## src/rtl/rs_bank.sv

```systemverilog
`default_nettype none
// ============================================================================
// Module   : rs_bank
// Brief    : Two-entry reservation station bank with CDB wakeup, dispatch
//            bypass and oldest-ready issue selection.
// Revision : 1.0
// ============================================================================
module rs_bank #(
    parameter logic [2:0] TAG_0 = 3'd5,
    parameter logic [2:0] TAG_1 = 3'd6
) (
    input  logic        CLK,
    input  logic        RST,
    input  logic [2:0]  DISPATCH_RS,
    input  logic [9:0]  DISPATCH_OP,
    input  logic [2:0]  DISPATCH_QJ,
    input  logic [2:0]  DISPATCH_QK,
    input  logic [31:0] DISPATCH_VJ,
    input  logic [31:0] DISPATCH_VK,
    input  logic [31:0] DISPATCH_IMM,
    input  logic        CDB_VALID,
    input  logic [2:0]  CDB_TAG,
    input  logic [31:0] CDB_DATA,
    input  logic        FU_READY,
    output logic        ISSUE_VALID,
    output logic [9:0]  ISSUE_OP,
    output logic [31:0] ISSUE_VJ,
    output logic [31:0] ISSUE_VK,
    output logic [31:0] ISSUE_IMM,
    output logic [2:0]  ISSUE_TAG,
    output logic [1:0]  BUSY
);

    localparam logic [2:0] c_tag_invalid = 3'd0;

    typedef enum logic [1:0] {
        ST_FREE  = 2'd0,
        ST_WAIT  = 2'd1,
        ST_READY = 2'd2
    } state_t;

    logic             w_cdb_hit;
    logic [2:0]       w_dqj, w_dqk;
    logic [31:0]      w_dvj, w_dvk;
    logic [1:0]       w_ready;
    logic [1:0]       w_disp;
    logic [1:0][9:0]  w_op;
    logic [1:0][31:0] w_vj, w_vk, w_imm;
    logic             w_sel;
    logic             w_fire;
    logic             r_older;   // 1: entry 1 holds the older instruction

    assign w_cdb_hit = CDB_VALID && (CDB_TAG != c_tag_invalid);

    // Operands produced by the broadcast in the dispatch cycle are taken directly.
    assign w_dqj = (w_cdb_hit && DISPATCH_QJ == CDB_TAG) ? c_tag_invalid : DISPATCH_QJ;
    assign w_dqk = (w_cdb_hit && DISPATCH_QK == CDB_TAG) ? c_tag_invalid : DISPATCH_QK;
    assign w_dvj = (w_cdb_hit && DISPATCH_QJ == CDB_TAG) ? CDB_DATA : DISPATCH_VJ;
    assign w_dvk = (w_cdb_hit && DISPATCH_QK == CDB_TAG) ? CDB_DATA : DISPATCH_VK;

    assign w_sel  = (w_ready[0] && w_ready[1]) ? r_older : w_ready[1];
    assign w_fire = ISSUE_VALID && FU_READY;

    genvar k;
    generate
        for (k = 0; k < 2; k++) begin : g_entry
            localparam logic [2:0] c_my_tag = (k == 0) ? TAG_0 : TAG_1;

            state_t      r_state;
            logic [2:0]  r_qj, r_qk;
            logic [31:0] r_vj, r_vk, r_imm;
            logic [9:0]  r_op;
            logic        w_cap_j, w_cap_k;
            logic        w_issue_me;

            assign w_disp[k]  = (DISPATCH_RS == c_my_tag) && (r_state == ST_FREE);
            assign w_cap_j    = w_cdb_hit && (r_state == ST_WAIT) && (r_qj == CDB_TAG);
            assign w_cap_k    = w_cdb_hit && (r_state == ST_WAIT) && (r_qk == CDB_TAG);
            assign w_issue_me = w_fire && (w_sel == k[0]);

            assign w_ready[k] = (r_state == ST_READY);
            assign BUSY[k]    = (r_state != ST_FREE);
            assign w_op[k]    = r_op;
            assign w_vj[k]    = r_vj;
            assign w_vk[k]    = r_vk;
            assign w_imm[k]   = r_imm;

            always_ff @(posedge CLK) begin
                if (RST) begin
                    r_state <= ST_FREE;
                    r_qj    <= c_tag_invalid;
                    r_qk    <= c_tag_invalid;
                    r_vj    <= '0;
                    r_vk    <= '0;
                    r_imm   <= '0;
                    r_op    <= '0;
                end else if (w_issue_me) begin
                    r_state <= ST_FREE;
                end else if (w_disp[k]) begin
                    r_op    <= DISPATCH_OP;
                    r_imm   <= DISPATCH_IMM;
                    r_qj    <= w_dqj;
                    r_qk    <= w_dqk;
                    r_vj    <= w_dvj;
                    r_vk    <= w_dvk;
                    r_state <= (w_dqj == c_tag_invalid && w_dqk == c_tag_invalid)
                               ? ST_READY : ST_WAIT;
                end else if (r_state == ST_WAIT) begin
                    if (w_cap_j) begin
                        r_vj <= CDB_DATA;
                        r_qj <= c_tag_invalid;
                    end
                    if (w_cap_k) begin
                        r_vk <= CDB_DATA;
                        r_qk <= c_tag_invalid;
                    end
                    if ((w_cap_j || r_qj == c_tag_invalid) &&
                        (w_cap_k || r_qk == c_tag_invalid))
                        r_state <= ST_READY;
                end
            end
        end
    endgenerate

    // The newly dispatched entry is the younger one; at most one dispatch per cycle.
    always_ff @(posedge CLK) begin
        if (RST)
            r_older <= 1'b0;
        else if (w_disp[0])
            r_older <= 1'b1;
        else if (w_disp[1])
            r_older <= 1'b0;
    end

    always_comb begin
        ISSUE_VALID = |w_ready;
        ISSUE_OP    = '0;
        ISSUE_VJ    = '0;
        ISSUE_VK    = '0;
        ISSUE_IMM   = '0;
        ISSUE_TAG   = c_tag_invalid;
        if (ISSUE_VALID) begin
            ISSUE_OP  = w_op[w_sel];
            ISSUE_VJ  = w_vj[w_sel];
            ISSUE_VK  = w_vk[w_sel];
            ISSUE_IMM = w_imm[w_sel];
            ISSUE_TAG = w_sel ? TAG_1 : TAG_0;
        end
    end

endmodule
`default_nettype wire
```

## config.mk

```make
export PLATFORM = sky130hd
export DESIGN_NAME = rs_bank
export DESIGN_NICKNAME = d
export VERILOG_FILES = /design/src/rtl/rs_bank.sv
export SDC_FILE = /design/constraint.sdc
export NUM_CORES = 1
export LEC_CHECK = 0
export BUFFER_PORTS_ARGS = -buffer_cell sky130_fd_sc_hd__buf_4
export CORE_MARGIN = 2
export CORE_UTILIZATION = 35
export CTS_CLUSTER_DIAMETER = 40
export DETAILED_ROUTE_END_ITERATION = 16
export SLEW_MARGIN = 20
export SYNTH_ARGS = -nofsm -noshare
export SYNTH_HDL_FRONTEND = slang
export SYNTH_SLANG_ARGS = --single-unit
```

## constraint.sdc

```tcl
create_clock -name CLK -period 4.05 [get_ports CLK]
set_input_delay 0.6075 -clock CLK [delete_from_list [all_inputs] [get_ports CLK]]
set_output_delay 0.6075 -clock CLK [all_outputs]
set_load 0.005 [all_outputs]
```

==> results.json <==
{
  "status": "complete, no violations",
  "cts.path.max_buffers": 3,
  "die_h_um": 187.2,
  "cp-startpoint": "g_entry[0].r_state[0]",
  "post_cts.repair.setup_buffers": 0,
  "vias_per_cell": 5.000,
  "vias": 10520,
  "end_kind": "output port",
  "ant_nets": 0,
  "start_util": 0.3528,
  "final_cells": 2103,
  "synth.most_common_cell": "nand2_1",
  "yosysTopAreaCellShare": 0.3904,
  "drc": 0,
  "synthArstFlopShare": 0,
  "ioPinCount": 266,
  "routed-wl-met2_um": 16560,
  "cp.arrival_ns": 2.84,
  "ys_ff_latch": 229,
  "cellLeakagePower_nw": 5.446,
  "cts_buffers": 40,
  "crit_required_ns": 3.44,
  "rsz0062_at_grt": "no",
  "r2r_start": "g_entry[1].r_state[0]",
  "routedLengthMet1_um": 15930,
  "setup_viol": 0,
  "reg2reg_depth": 6,
  "cts_resized": 0,
  "drtIter0Drc": 637,
  "min_path_type": "in2reg",
  "cts_tree": "yes",
  "p_total_mw": 6.944,
  "yosys-top-cells-count": "374 x nand2_1, 229 x dfxtp_1, 147 x nor2_1",
  "wl_per_cell_um": 16.80,
  "first_pass_iters": 5,
  "core-area_um2": 33280,
  "dominantRegCellSynth": "dfxtp_1",
  "max-slew-margin-rel": 0.2726,
  "synth_edf_count": 0,
  "die_w_um": 187.2,
  "synth_area_per_cell_um2": 8.310,
  "ys_types": 40,
  "drt-total-wl_um": 35330,
  "grt_pass1_wl_um": 56030,
  "peakVddDrop_v": 0.0002930,
  "placed_cells": 2030,
  "syn-num-nets": 1567,
  "wl_met3_um": 2004,
  "cts_root_buf": "clkbuf_16",
  "seq_area_frac_synth": 0.3904,
  "hold_viol": 0,
  "synth_cells": 1413,
  "setup_tns_ns": 0,
  "power_per_cell_area_nw_per_um2": 450.9,
  "clk_pin_slew_ns": 0.06,
  "min-delay-start": "FU_READY",
  "die_area_um2": 35030,
  "gp_routability_congestion": 0.8514,
  "ctsHtreeMaxLevel": 2,
  "clock-sinks": 229,
  "final.min_clock_period_ns": 3.450,
  "syn_to_final_growth_pct": 31.15,
  "nets": 1778,
  "dp_hpwl_um": 23610,
  "finalMaxSlewViolations": 0,
  "top_layer": "met4",
  "hold_buffers": 0,
  "hold_depth": 2,
  "clk_latency_ns": 0.51,
  "yosys_warnings": 0,
  "fin_crit_sh": 0.8519,
  "drive_above_1_share": 0.2963,
  "critical_path_class": "reg2out",
  "path_max_fanout": 40,
  "fin_skew_ns": 0.01531,
  "reg2reg_slack_ns": 1.45,
  "fp-row-count": 67,
  "grt_pass1_vias": 10160,
  "grt_overflow": 0,
  "grt_max_degree": 111,
  "placement.io_buffers": 265,
  "grtUsageTotal": 0.1973,
  "drv_cap": 0,
  "syn_area_um2": 11740,
  "fmaxAchievable_mhz": 289.8,
  "worst_pin_slew_ns": 1.087,
  "start_kind": "flip-flop",
  "antenna_found_initial": 1,
  "yosysTopAreaCell": "dfxtp_1",
  "synth_area_leaders": "dfxtp_1 39%, nand2_1 12%, a211oi_2 12%"
}
==> final timing paths <==
path | end
setup reg to reg | g_entry[1].r_vk[25]
hold reg to reg | g_entry[0].r_imm[18]
hold / removal | g_entry[0].r_state[1]
setup / recovery | ISSUE_IMM[2]
==> cell type report <==
cell class | count | area, um^2
well taps | 448 | 560.5
clock inverters | 23 | 261.5
fillers | 3230 | 17880
repair buffers | 293 | 2385
diodes | 1 | 2.502
inverters | 9 | 35.03
multi-input cells | 1051 | 6435
flip-flops and latches | 229 | 4584
clock buffers | 49 | 1136
==> report_power, final <==
| part | internal, mW | switching, mW | total, mW | leakage (nW) |
|---|---|---|---|---|
| Combinational | 0.427 | 0.621 | 1.05 | 2.89 |
| Sequential | 2.38 | 0.0634 | 2.44 | 1.87 |
| Clock | 2.26 | 1.19 | 3.45 | 0.691 |
==> cell usage in the layout, fill, tap and decap left out, types with 6 or more instances in the layout <==
cell type and instances:
a21oi_1 85, clkbuf_16 41, a211oi_2 108, inv_6 7, clkbuf_8 8, nand2_1 374, buf_4 279, a211oi_1 21
buf_12 11, xnor2_1 18, dfxtp_1 229, mux2i_1 132, a2bb2oi_1 6, o21ai_0 104, inv_1 8, a22oi_1 6
clkinv_2 7, nor2_1 147, nand3_1 9
==> stage by stage <==
step / hold WS, ns / cell area (um^2) / setup slack, ns / utilization
after floorplan: 0.4357 / 11740 / 1.820 / -
after global placement: 0.4417 / 13940 / 0.9964 / 0.4190
after detailed placement: 0.4465 / 14000 / 1.107 / 0.4207
after CTS: 0.2862 / 15400 / 0.5491 / 0.4626
after global routing: 0.2978 / 15400 / 0.3188 / 0.4627
final: 0.3066 / 15400 / 0.5999 / 0.4627
==> metal layers <==
metal,vias up,track usage
li1,5272,-
met1,4890,0.2662
met2,303,0.3246
met3,50,0.03208
met4,0,0.05830
met5,-,0
==> registers in the layout, indices dropped and copies added, names as in the netlist <==
name and count:
g_entry.r_imm 64, g_entry.r_op 20, g_entry.r_qj 6, g_entry.r_qk 6
g_entry.r_state 4, g_entry.r_vj 64, g_entry.r_vk 64, r_older 1
==> critical path, stage by stage (launching register included) <==
cell      delay (ns)
dfxtp_1         0.36
nand2b_1        0.13
a21boi_0        0.33
clkinv_2        0.67
buf_4           0.47
nand2_1         0.09
o21ai_0         0.10
buf_4           0.18
==> kinds of logic after synthesis <==
kind of cell / Yosys count / synth area share
AO/OA/AOI/OAI: 351 / 0.2320
XOR/XNOR: 18 / 0.01343
buffers and inverters: 133 / 0.06564
flip-flops: 229 / 0.3904
multiplexers: 132 / 0.1125
AND/OR/NAND/NOR: 550 / 0.1860
Power figures use the tool's default switching activity.
